--- src/rtl/dmi_pkg.sv ---
// Shared DMI arbiter types: op and FSM encodings, payload struct, bus widths.
package dmi_pkg;

    localparam int unsigned DMI_ABITS = 7;
    localparam int unsigned DMI_DBITS = 32;

    typedef enum logic [1:0] {
        NOP      = 2'd0,
        READ     = 2'd1,
        WRITE    = 2'd2,
        RESERVED = 2'd3
    } dmi_op_e;

    typedef enum logic [1:0] {
        IDLE    = 2'd0,
        ISSUE   = 2'd1,
        WAIT    = 2'd2,
        RESPOND = 2'd3
    } dmi_arb_state_e;

    typedef struct packed {
        dmi_op_e                op;
        logic [DMI_ABITS-1:0]   address;
        logic [DMI_DBITS-1:0]   data;
    } dmi_req_t;

    // Only reads and writes reach the Debug Module; NOP/RESERVED complete locally.
    function automatic logic op_needs_dm(input dmi_op_e op);
        return (op == READ) || (op == WRITE);
    endfunction

endpackage

--- src/rtl/dmi_arbiter_if.sv ---
// Bundle of requester-side and DM-side DMI signals around the arbiter.
// master: the arbiter itself; slave: the transports plus the Debug Module.
interface dmi_arbiter_if #(
    parameter int unsigned NREQ  = 2,
    parameter int unsigned ABITS = dmi_pkg::DMI_ABITS,
    parameter int unsigned DBITS = dmi_pkg::DMI_DBITS
) ();

    logic [NREQ-1:0]            req_start;
    logic [NREQ-1:0][1:0]       req_op;
    logic [NREQ-1:0][ABITS-1:0] req_address;
    logic [NREQ-1:0][DBITS-1:0] req_data_o;
    logic [NREQ-1:0]            req_finish;
    logic [DBITS-1:0]           req_data_i;
    logic [NREQ-1:0]            req_busy;

    logic                       dmi_start;
    logic [1:0]                 dmi_op;
    logic [ABITS-1:0]           dmi_address;
    logic [DBITS-1:0]           dmi_data_o;
    logic [DBITS-1:0]           dmi_data_i;
    logic                       dmi_finish;

    modport master (
        input  req_start, req_op, req_address, req_data_o,
        input  dmi_data_i, dmi_finish,
        output req_finish, req_data_i, req_busy,
        output dmi_start, dmi_op, dmi_address, dmi_data_o
    );

    modport slave (
        output req_start, req_op, req_address, req_data_o,
        output dmi_data_i, dmi_finish,
        input  req_finish, req_data_i, req_busy,
        input  dmi_start, dmi_op, dmi_address, dmi_data_o
    );

endinterface

--- src/rtl/dmi_req_slot.sv ---
// One requester slot: pending flag plus payload latch. A new start is dropped
// while pending, except in the completion cycle, where the new request wins.
module dmi_req_slot
    import dmi_pkg::*;
(
    input  logic     clk,
    input  logic     rst_n,
    input  logic     set_i,
    input  logic     clr_i,
    input  dmi_req_t payload_i,
    output logic     pending_o,
    output dmi_req_t payload_o
);

    logic     pending_q, pending_d;
    dmi_req_t payload_q, payload_d;

    // Next-state: accept when free or being freed this cycle; otherwise honour clear.
    always_comb begin
        pending_d = pending_q;
        payload_d = payload_q;
        if (set_i && (!pending_q || clr_i)) begin
            pending_d = 1'b1;
            payload_d = payload_i;
        end else if (clr_i) begin
            pending_d = 1'b0;
        end
    end

    // Slot registers.
    always_ff @(posedge clk or negedge rst_n) begin
        if (!rst_n) begin
            pending_q <= 1'b0;
            payload_q <= '0;
        end else begin
            pending_q <= pending_d;
            payload_q <= payload_d;
        end
    end

    assign pending_o = pending_q;
    assign payload_o = payload_q;

endmodule

--- src/rtl/dmi_arbiter.sv ---
// Round-robin arbiter sharing one Debug Module DMI bus between NREQ transports.
// Optional watchdog in WAIT enabled by defining DMI_ARB_TIMEOUT_EN.
module dmi_arbiter
    import dmi_pkg::*;
#(
    parameter int unsigned NREQ           = 2,
    parameter int unsigned ABITS          = DMI_ABITS,
    parameter int unsigned DBITS          = DMI_DBITS,
    parameter int unsigned TIMEOUT_CYCLES = 1024
) (
    input  logic          clk,
    input  logic          rst_n,
    dmi_arbiter_if.master bus,
    output logic          timeout
);

    localparam int unsigned GW = (NREQ > 1) ? $clog2(NREQ) : 1;

    dmi_arb_state_e   state_q, state_d;
    logic [GW-1:0]    grant_q, grant_d;
    logic [GW-1:0]    rr_q, rr_d;
    logic             dmi_start_q, dmi_start_d;
    dmi_op_e          dmi_op_q, dmi_op_d;
    logic [ABITS-1:0] dmi_addr_q, dmi_addr_d;
    logic [DBITS-1:0] dmi_wdata_q, dmi_wdata_d;
    logic [NREQ-1:0]  req_finish_q, req_finish_d;
    logic [DBITS-1:0] rdata_q, rdata_d;

    logic [NREQ-1:0]  pending;
    logic [NREQ-1:0]  slot_clr_c;
    dmi_req_t         slot_in  [NREQ];
    dmi_req_t         slot_out [NREQ];
    dmi_req_t         sel_c;
    logic [GW-1:0]    pick_c;
    logic             found_c;

`ifdef DMI_ARB_TIMEOUT_EN
    localparam int unsigned CW = $clog2(TIMEOUT_CYCLES + 1);
    logic [CW-1:0]    wdog_q, wdog_d;
    logic             timeout_q, timeout_d;
`else
    logic [31:0]      unused_timeout_cfg;
    assign unused_timeout_cfg = 32'(TIMEOUT_CYCLES);
`endif

    // Per-requester pending flag and payload latch.
    for (genvar gi = 0; gi < NREQ; gi++) begin : g_slot
        assign slot_in[gi] = '{
            op:      dmi_op_e'(bus.req_op[gi]),
            address: DMI_ABITS'(bus.req_address[gi]),
            data:    DMI_DBITS'(bus.req_data_o[gi])
        };

        dmi_req_slot u_slot (
            .clk       (clk),
            .rst_n     (rst_n),
            .set_i     (bus.req_start[gi]),
            .clr_i     (slot_clr_c[gi]),
            .payload_i (slot_in[gi]),
            .pending_o (pending[gi]),
            .payload_o (slot_out[gi])
        );
    end

    // First pending requester at or after the round-robin pointer, with wrap.
    always_comb begin
        int unsigned   idx;
        logic [GW-1:0] idx_g;
        pick_c  = '0;
        found_c = 1'b0;
        idx     = 0;
        idx_g   = '0;
        for (int unsigned k = 0; k < NREQ; k++) begin
            idx   = (32'(rr_q) + k) % NREQ;
            idx_g = GW'(idx);
            if (!found_c && pending[idx_g]) begin
                found_c = 1'b1;
                pick_c  = idx_g;
            end
        end
    end

    assign sel_c = slot_out[pick_c];

    // FSM next-state and registered-output next values.
    always_comb begin
        state_d      = state_q;
        grant_d      = grant_q;
        rr_d         = rr_q;
        dmi_start_d  = 1'b0;
        dmi_op_d     = dmi_op_q;
        dmi_addr_d   = dmi_addr_q;
        dmi_wdata_d  = dmi_wdata_q;
        req_finish_d = '0;
        rdata_d      = rdata_q;
        slot_clr_c   = '0;
`ifdef DMI_ARB_TIMEOUT_EN
        wdog_d       = wdog_q;
        timeout_d    = timeout_q;
`endif
        case (state_q)
            IDLE: begin
                if (found_c) begin
                    grant_d     = pick_c;
                    dmi_op_d    = sel_c.op;
                    dmi_addr_d  = ABITS'(sel_c.address);
                    dmi_wdata_d = DBITS'(sel_c.data);
                    if (op_needs_dm(sel_c.op)) begin
                        state_d     = ISSUE;
                        dmi_start_d = 1'b1;
                    end else begin
                        state_d              = RESPOND;
                        req_finish_d[pick_c] = 1'b1;
                        rdata_d              = '0;
                    end
                end
            end
            ISSUE: begin
                state_d = WAIT;
`ifdef DMI_ARB_TIMEOUT_EN
                wdog_d  = '0;
`endif
            end
            WAIT: begin
                if (bus.dmi_finish) begin
                    state_d               = RESPOND;
                    req_finish_d[grant_q] = 1'b1;
                    rdata_d               = bus.dmi_data_i;
`ifdef DMI_ARB_TIMEOUT_EN
                end else if (wdog_q == CW'(TIMEOUT_CYCLES - 1)) begin
                    state_d               = RESPOND;
                    req_finish_d[grant_q] = 1'b1;
                    rdata_d               = '1;
                    timeout_d             = 1'b1;
                end else begin
                    wdog_d = wdog_q + CW'(1);
`endif
                end
            end
            RESPOND: begin
                slot_clr_c[grant_q] = 1'b1;
                rr_d    = (grant_q == GW'(NREQ - 1)) ? '0 : GW'(grant_q + GW'(1));
                state_d = IDLE;
            end
            default: state_d = IDLE;
        endcase
    end

    // Arbiter state and output registers.
    always_ff @(posedge clk or negedge rst_n) begin
        if (!rst_n) begin
            state_q      <= IDLE;
            grant_q      <= '0;
            rr_q         <= '0;
            dmi_start_q  <= 1'b0;
            dmi_op_q     <= NOP;
            dmi_addr_q   <= '0;
            dmi_wdata_q  <= '0;
            req_finish_q <= '0;
            rdata_q      <= '0;
        end else begin
            state_q      <= state_d;
            grant_q      <= grant_d;
            rr_q         <= rr_d;
            dmi_start_q  <= dmi_start_d;
            dmi_op_q     <= dmi_op_d;
            dmi_addr_q   <= dmi_addr_d;
            dmi_wdata_q  <= dmi_wdata_d;
            req_finish_q <= req_finish_d;
            rdata_q      <= rdata_d;
        end
    end

`ifdef DMI_ARB_TIMEOUT_EN
    // Watchdog counter and sticky timeout flag.
    always_ff @(posedge clk or negedge rst_n) begin
        if (!rst_n) begin
            wdog_q    <= '0;
            timeout_q <= 1'b0;
        end else begin
            wdog_q    <= wdog_d;
            timeout_q <= timeout_d;
        end
    end

    assign timeout = timeout_q;
`else
    assign timeout = 1'b0;
`endif

    assign bus.req_finish  = req_finish_q;
    assign bus.req_data_i  = rdata_q;
    assign bus.req_busy    = pending;
    assign bus.dmi_start   = dmi_start_q;
    assign bus.dmi_op      = dmi_op_q;
    assign bus.dmi_address = dmi_addr_q;
    assign bus.dmi_data_o  = dmi_wdata_q;

endmodule

--- src/flat_wrapper.sv ---
// flat-port wrapper written by rule: the top's interface ports become plain ports
module dmi_arbiter_flat import dmi_pkg::*;
#(
    parameter int unsigned NREQ           = 2,
    parameter int unsigned ABITS          = DMI_ABITS,
    parameter int unsigned DBITS          = DMI_DBITS,
    parameter int unsigned TIMEOUT_CYCLES = 1024
)
  (clk, rst_n, timeout, bus_req_start, bus_req_op, bus_req_address, bus_req_data_o, bus_dmi_data_i, bus_dmi_finish, bus_req_finish, bus_req_data_i, bus_req_busy, bus_dmi_start, bus_dmi_op, bus_dmi_address, bus_dmi_data_o);
  dmi_arbiter_if #(.NREQ(NREQ), .ABITS(ABITS), .DBITS(DBITS)) bus_i ();
  input  logic clk;
  input  logic rst_n;
  output logic timeout;
  input wire logic [$bits(bus_i.req_start)-1:0] bus_req_start;
  input wire logic [$bits(bus_i.req_op)-1:0] bus_req_op;
  input wire logic [$bits(bus_i.req_address)-1:0] bus_req_address;
  input wire logic [$bits(bus_i.req_data_o)-1:0] bus_req_data_o;
  input wire logic [$bits(bus_i.dmi_data_i)-1:0] bus_dmi_data_i;
  input wire logic [$bits(bus_i.dmi_finish)-1:0] bus_dmi_finish;
  output wire logic [$bits(bus_i.req_finish)-1:0] bus_req_finish;
  output wire logic [$bits(bus_i.req_data_i)-1:0] bus_req_data_i;
  output wire logic [$bits(bus_i.req_busy)-1:0] bus_req_busy;
  output wire logic [$bits(bus_i.dmi_start)-1:0] bus_dmi_start;
  output wire logic [$bits(bus_i.dmi_op)-1:0] bus_dmi_op;
  output wire logic [$bits(bus_i.dmi_address)-1:0] bus_dmi_address;
  output wire logic [$bits(bus_i.dmi_data_o)-1:0] bus_dmi_data_o;
  assign bus_i.req_start = bus_req_start;
  assign bus_i.req_op = bus_req_op;
  assign bus_i.req_address = bus_req_address;
  assign bus_i.req_data_o = bus_req_data_o;
  assign bus_i.dmi_data_i = bus_dmi_data_i;
  assign bus_i.dmi_finish = bus_dmi_finish;
  assign bus_req_finish = bus_i.req_finish;
  assign bus_req_data_i = bus_i.req_data_i;
  assign bus_req_busy = bus_i.req_busy;
  assign bus_dmi_start = bus_i.dmi_start;
  assign bus_dmi_op = bus_i.dmi_op;
  assign bus_dmi_address = bus_i.dmi_address;
  assign bus_dmi_data_o = bus_i.dmi_data_o;
  dmi_arbiter #(.NREQ(NREQ), .ABITS(ABITS), .DBITS(DBITS), .TIMEOUT_CYCLES(TIMEOUT_CYCLES)) u_core (.clk(clk), .rst_n(rst_n), .bus(bus_i), .timeout(timeout));
endmodule
--- config.mk ---
export PLATFORM = sky130hd
export DESIGN_NAME = dmi_arbiter_flat
export DESIGN_NICKNAME = d
export VERILOG_FILES = /design/src/rtl/dmi_pkg.sv /design/src/rtl/dmi_arbiter_if.sv /design/src/rtl/dmi_req_slot.sv /design/src/rtl/dmi_arbiter.sv /design/src/flat_wrapper.sv
export SDC_FILE = /design/constraint.sdc
export NUM_CORES = 1
export LEC_CHECK = 0
export ABC_CLOCK_PERIOD_IN_PS = 5100
export BUFFER_PORTS_ARGS = -buffer_cell sky130_fd_sc_hd__buf_4
export CAP_MARGIN = 30
export CORE_UTILIZATION = 55
export CTS_CLUSTER_DIAMETER = 100
export DETAILED_ROUTE_END_ITERATION = 16
export GPL_TIMING_DRIVEN = 1
export PLACE_DENSITY = 0.84
export SKIP_CTS_REPAIR_TIMING = 1
export SYNTH_ARGS = -nofsm -noshare
export SYNTH_HDL_FRONTEND = slang
export SYNTH_SLANG_ARGS = --single-unit
--- constraint.sdc ---
create_clock -name clk -period 5.1 [get_ports clk]
set_input_delay 0.51 -clock clk [delete_from_list [all_inputs] [get_ports clk]]
set_output_delay 0.51 -clock clk [all_outputs]
set_load 0.02 [all_outputs]
* Yosys cells after proc, flatten, opt, wreduce, memory -nomap -nowiden
Index checks and enable logic that the tools add are counted.
** Storage, ports and cells
- Logic and storage cells :: 89
- Bits of input ports :: 119
- Register bits :: 164
- Output and inout port bits :: 79
** Cells by class
- Eq/ne operators :: 8
- Reductions and logical operators :: 18
- $add $sub $neg :: 2
- Bitwise operators :: 1
- Multiplexer cells :: 36
- Order comparisons :: 7
** Operators by type and width (number)
- $mux W41 :: 3
- $mux W32 :: 3
- $pmux W32 S2 :: 1
- $mux W1 :: 18
- $mux W2 :: 7
- $lt A1 B2 Y1 const B :: 4
- $pmux W2 S4 :: 1
- $eq A2 B2 Y1 const B :: 3
- $reduce_bool A2 Y1 :: 3
- $logic_and A1 B1 Y1 :: 5
- $eq A2 B1 Y1 const B :: 2
- $ne A2 B2 Y1 const B :: 2
- $pmux W2 S2 :: 1
- $reduce_and A2 Y1 :: 2
- $reduce_and A4 Y1 :: 1
- $logic_not A1 Y1 :: 3
- $logic_or A1 B1 Y1 :: 3
- $add A1 B1 Y1 const B :: 2
- $demux W1 S1 :: 2
- $ge A1 B1 Y1 const B :: 2
- $ge A2 B2 Y1 const B :: 1
- $logic_not A2 Y1 :: 1
- $ne A2 B1 Y1 const B :: 1
- $not A1 Y2 :: 1

* Depth between registers and ports, before layout
- Word-level depth :: 15
- Mapped depth :: 8
- Gate-level depth less buffers :: 6

* Hierarchy
A second synthesis with hierarchy kept.
** Unflattened totals
- Cells, all modules :: 537
- Area total of the unflattened synthesis :: 7219.4 sq um
** By module, submodules not included
- dmi_arbiter :: cells each 357, times used 1, sequential area each 2001.9 sq um, area each 3741.1 sq um
- dmi_req_slot :: cells each 90, times used 2, sequential area each 1051.0 sq um, area each 1739.2 sq um

* Least setup slack after synthesis
Ideal clock, no wire load.
- Path type :: register -> register
- Start point :: reg u_core.state_q[0]
- End point :: reg u_core.rdata_q[10] (netlist: u_core.bus.req_data_i[10])
- Period minus slack after synthesis :: 1.873 ns
- Required time :: 5.021 ns
- Cell stages (with the launch flop) :: 9
- Arrival time :: 1.794 ns
- Slack :: 3.227 ns
- Cell sequence :: dfrtp_1 -> inv_1 -> ha_1 -> buf_2 -> nor2b_1 -> a211o_1 -> a211oi_4 -> buf_6 -> mux2i_1
** On the way
- Longest elaborated chain between the ends :: 3
- Elaborated cells between the ends (all ways) :: 8
** RTL lines
- start, declared :: RTL line dmi_arbiter.sv:19 : dmi_arb_state_e state_q, state_d;
- start signal, assigned :: RTL line dmi_arbiter.sv:162 : state_q <= state_d;
- $eq A2 B2 Y1 or $logic_not A2 Y1 (tied branches) :: RTL line dmi_arbiter.sv:101 : case (state_q)
- $ne A2 B2 Y1 (no source line) (tied with other cells)
- $reduce_and A4 Y1 (no source line)
- end signal, assigned :: RTL line dmi_arbiter.sv:170 : rdata_q <= rdata_d;
- end, declared :: RTL line dmi_arbiter.sv:27 : logic [DBITS-1:0] rdata_q, rdata_d;
Several ways; a longest one is shown, not always the timed one.
A chain may end at the register's enable or synchronous reset.

* Worst setup path in the final report
- Start point :: reg u_core.state_q[0]
- End point :: reg u_core.rdata_q[0] (netlist: u_core.bus.req_data_i[0])
The elaborated chain is that of the path after synthesis.

==> impl_metrics.toml <==
[worst_setup_path]
critical_path_arrival_ps = 2790
critPathKind = "flop to flop"
worstRegToRegCells = 7
crit_path_end = "u_core.bus.req_data_i[0]$_DFFE_PN0P_"
crit-reg2reg-launch = "u_core.state_q[0]$_DFFE_PN0P_"
cp-start-kind = "flop"
worst_setup_path_startpoint = "u_core.state_q[0]$_DFFE_PN0P_"
cp-end-kind = "flop"
regToRegSetupSlack_ps = 2630
worst-path-max-fanout = 32
r2r_end = "u_core.bus.req_data_i[0]$_DFFE_PN0P_"
worst_ep_required_time_ps = 5420

[yosys]
synth_top_family_by_area = "multiplexers"
syn_area_sq_um = 6800
ys_seq_area_share_pct = 60.3
postSynthNetCount = 664
synth_cell_types = 30
syn-instance-count = 542
post_synth_and_or_nand_nor_area_fraction_pct = 5.72
yosys_register_bits = 164
synth_compound_gate_area_share_pct = 4.05
post_synth_fa_ha_maj_area_fraction_pct = 0.552
synthesis.area_per_instance_sq_um = 12.5
synth-warning-count = 0
synth.mux.area_fraction_pct = 24.5
xor_xnor_share_of_the_synthesized_area_pct = 0.258

[grt]
track_usage_pct = 25.1
grt_overflow = 0
antenna_violations_before_repair = 0
grt_start_max_net_pins = 117
wire_length_of_the_first_global_routing_pass_mm = 24.3
number_of_global_route_vias_before_repair = 4895

[clocking]
path_clk_slew_ps = 60
clk_sink_count = 164
clock_path_buffers = 2
cts_tree = "done"
ctsHtreeMaxLevel = 4
tritoncts.num_buffers = 17
clk_root_buffer_cell = "sky130_fd_sc_hd__clkbuf_16"
worstSkewPairLatency_ps = 420

[power_and_ir_drop]
power.switching_fraction_pct = 36.1
static-leakage-power_nw = 4.48
internal-power_mw = 3.85
p_seq_share_pct = 37.0
power_frac_comb_pct = 41.9
p_sw_mw = 2.18
vdd_drop_max_mv = 0.426
power_frac_clock_pct = 21.1
powerDensity_nw_per_um2 = 668

[floorplanning]
floorplan.io_pins = 198
placementRows = 40
floorplan.die_area_sq_um = 12800
die_x_microns = 113
placeable_area_sq_um = 12000
floorplan.initialDensity_pct = 56.6
die_y_microns = 113

[detailed_routing]
route.final.wire_length_mm = 14.8
antenna_left = 0
detail_route.first_pass.iterations = 4
avgRoutedWirePerCell_microns = 16.6
detail_route.iter0.violations = 260
post-route-drc-count = 0
vias_after_detailed_routing = 4663
via_per_instance_ratio = 5.22

[timing]
final_slew_violations = 0
hold_viol = 0
setup_viol_count_final = 0
timing_worst_slew_pin_value_ps = 894
grt_setup_unrepaired = "no"
setup_total_negative_slack_ps = 0
timing.final.crit_period_ps = 2470
skew_ps = 4.07
max-slew-margin-rel_pct = 40.2
final_period_util_pct = 48.4
clock.fmax_mhz = 405

[placement]
hpwl_mm = 9.98
cell_count_after_placement = 859
gp_routability_congestion = 0.808
place.port_buffers = 196

[finish]
area_delta_synth_final_pct = 32.9
fillerInstances = 822
final_layout_size_suffix_gt1_share_pct = 32.2
antenna_cells = 0
final_nets = 855
utilization_pct = 75.3
finish.cell_count_without_fillers = 893

[hold_path]
worst_hold_path.num_cells = 2
hold_path.class = "input port to flop"

[outcome]
outcome = "completed"

[flow_run]
max_cap_violations = 0
## synth_stat cells
cell type | n | area share, %
sky130_fd_sc_hd__a211o_1 | 1 | 0.13
sky130_fd_sc_hd__a211oi_1 | 1 | 0.11
sky130_fd_sc_hd__a211oi_4 | 1 | 0.29
sky130_fd_sc_hd__a21oi_1 | 1 | 0.074
sky130_fd_sc_hd__and2_1 | 1 | 0.092
sky130_fd_sc_hd__and4_1 | 1 | 0.13
sky130_fd_sc_hd__buf_1 | 3 | 0.17
sky130_fd_sc_hd__buf_2 | 12 | 0.88
sky130_fd_sc_hd__buf_4 | 3 | 0.33
sky130_fd_sc_hd__buf_6 | 3 | 0.50
sky130_fd_sc_hd__clkbuf_1 | 12 | 0.66
sky130_fd_sc_hd__conb_1 | 1 | 0.055
sky130_fd_sc_hd__dfrtp_1 | 164 | 60
sky130_fd_sc_hd__ha_1 | 3 | 0.55
sky130_fd_sc_hd__inv_1 | 36 | 2.0
sky130_fd_sc_hd__mux2_1 | 82 | 14
sky130_fd_sc_hd__mux2_2 | 1 | 0.17
sky130_fd_sc_hd__mux2i_1 | 73 | 11
sky130_fd_sc_hd__nand2_1 | 81 | 4.5
sky130_fd_sc_hd__nand2b_1 | 4 | 0.37
sky130_fd_sc_hd__nand3_1 | 1 | 0.074
sky130_fd_sc_hd__nor2_1 | 7 | 0.39
sky130_fd_sc_hd__nor2b_1 | 1 | 0.092
sky130_fd_sc_hd__nor3b_1 | 1 | 0.11
sky130_fd_sc_hd__o21ai_0 | 1 | 0.074
sky130_fd_sc_hd__o21ai_1 | 43 | 3.2
sky130_fd_sc_hd__o22ai_1 | 1 | 0.092
sky130_fd_sc_hd__o31ai_1 | 1 | 0.11
sky130_fd_sc_hd__xnor2_1 | 1 | 0.13
sky130_fd_sc_hd__xor2_1 | 1 | 0.13
## worst min-delay path by stage
stage	startpoint	to	slack, ps
final	bus_req_start[0]	u_core.g_slot[0].u_slot.pending_o$_DFFE_PN0P_	290
after global routing	bus_req_data_o[62]	u_core.g_slot[1].u_slot.payload_o[30]$_DFFE_PN0P_	280
after CTS	rst_n	u_core.bus.req_data_i[3]$_DFFE_PN0P_	280
after detailed placement	u_core.g_slot[0].u_slot.payload_o[17]$_DFFE_PN0P_	u_core.g_slot[0].u_slot.payload_o[17]$_DFFE_PN0P_	470
after global placement	u_core.g_slot[0].u_slot.payload_o[13]$_DFFE_PN0P_	u_core.g_slot[0].u_slot.payload_o[13]$_DFFE_PN0P_	470
after floorplan	rst_n	u_core.bus.dmi_address[0]$_DFFE_PN0P_	210
## cell type report
type | instances | area, sq um | share of cell area (%)
timing repair buffer | 205 | 1610 | 17.8
clock buffer | 24 | 502 | 5.55
clock inverter | 8 | 97.6 | 1.08
multi-input combinational | 309 | 2410 | 26.6
tap | 147 | 184 | 2.03
sequential | 164 | 4100 | 45.4
inverter | 36 | 135 | 1.50
## cell usage in the layout (no fill, tap or decap), types with 2 or more instances in the layout
| cell type | instances |
|---|---|
| sky130_fd_sc_hd__nor2_1 | 7 |
| sky130_fd_sc_hd__nand2_2 | 2 |
| sky130_fd_sc_hd__clkinvlp_4 | 3 |
| sky130_fd_sc_hd__nand2_1 | 79 |
| sky130_fd_sc_hd__clkbuf_8 | 5 |
| sky130_fd_sc_hd__clkbuf_16 | 17 |
| sky130_fd_sc_hd__clkinv_2 | 3 |
| sky130_fd_sc_hd__nand2b_1 | 4 |
| sky130_fd_sc_hd__dfrtp_1 | 164 |
| sky130_fd_sc_hd__inv_1 | 36 |
| sky130_fd_sc_hd__mux2i_1 | 73 |
| sky130_fd_sc_hd__clkbuf_1 | 2 |
| sky130_fd_sc_hd__buf_16 | 2 |
| sky130_fd_sc_hd__o21ai_1 | 42 |
| sky130_fd_sc_hd__bufinv_16 | 2 |
| sky130_fd_sc_hd__mux2_1 | 82 |
| sky130_fd_sc_hd__ha_1 | 3 |
| sky130_fd_sc_hd__buf_4 | 199 |
| sky130_fd_sc_hd__buf_12 | 2 |
## state kept, by name (all words and copies together) (netlist names)
name,count
u_core.bus.dmi_address,7
u_core.bus.dmi_data_o,32
u_core.bus.dmi_op,2
u_core.bus.dmi_start,1
u_core.bus.req_data_i,32
u_core.bus.req_finish,2
u_core.g_slot.u_slot.payload_o,82
u_core.g_slot.u_slot.pending_o,2
u_core.grant_q,1
u_core.rr_q,1
u_core.state_q,2
## critical path, cell delays in order (launching register included)
cell and delay, ps:
sky130_fd_sc_hd__dfrtp_1 400, sky130_fd_sc_hd__inv_1 90, sky130_fd_sc_hd__ha_1 490, sky130_fd_sc_hd__nor2_1 110, sky130_fd_sc_hd__a211o_1 320, sky130_fd_sc_hd__a211oi_4 150, sky130_fd_sc_hd__buf_4 490, sky130_fd_sc_hd__mux2i_1 310
## kinds of logic (layout without fill, tap and decap cells)
| kind of cell | Yosys count | count (layout) |
|---|---|---|
| flops | 164 | 164 |
| buf+inv | 69 | 273 |
| fa+ha+maj | 3 | 3 |
| other cells | 1 | 1 |
| simple gates | 97 | 97 |
| mux | 156 | 156 |
| xor+xnor | 2 | 2 |
| compound gates | 50 | 50 |
## stage by stage
stage          setup slack, ps  instance area [sq um]  power, mW  hold slack, ps
2_1_floorplan             3230                   6800       3.95             214
3_3_place_gp              2340                   8330       4.61             467
3_5_place_dp              2690                   8400       4.80             475
4_1_cts                   2620                   9000       6.09             278
5_1_grt                   2490                   9040       6.41             285
6_report                  2630                   9040       6.03             292
## power by group through the flow
stage	sequential, mW	clock [mW]	combinational, mW
2_1_floorplan	2.44	0	1.51
3_3_place_gp	2.20	0	2.41
3_5_place_dp	2.25	0	2.55
4_1_cts	2.23	1.29	2.56
6_report	2.23	1.27	2.53
5_1_grt	2.30	1.35	2.76
## routing by layer
layer	global-route usage (%)	wire length, microns	up-vias
li1	-	-	2185
met1	30.1	6070	2285
met4	9.21	241	0
met3	8.84	1280	20
met5	0	0	-
met2	41.8	7260	173
Note: power is estimated with default switching activity, not from simulation.
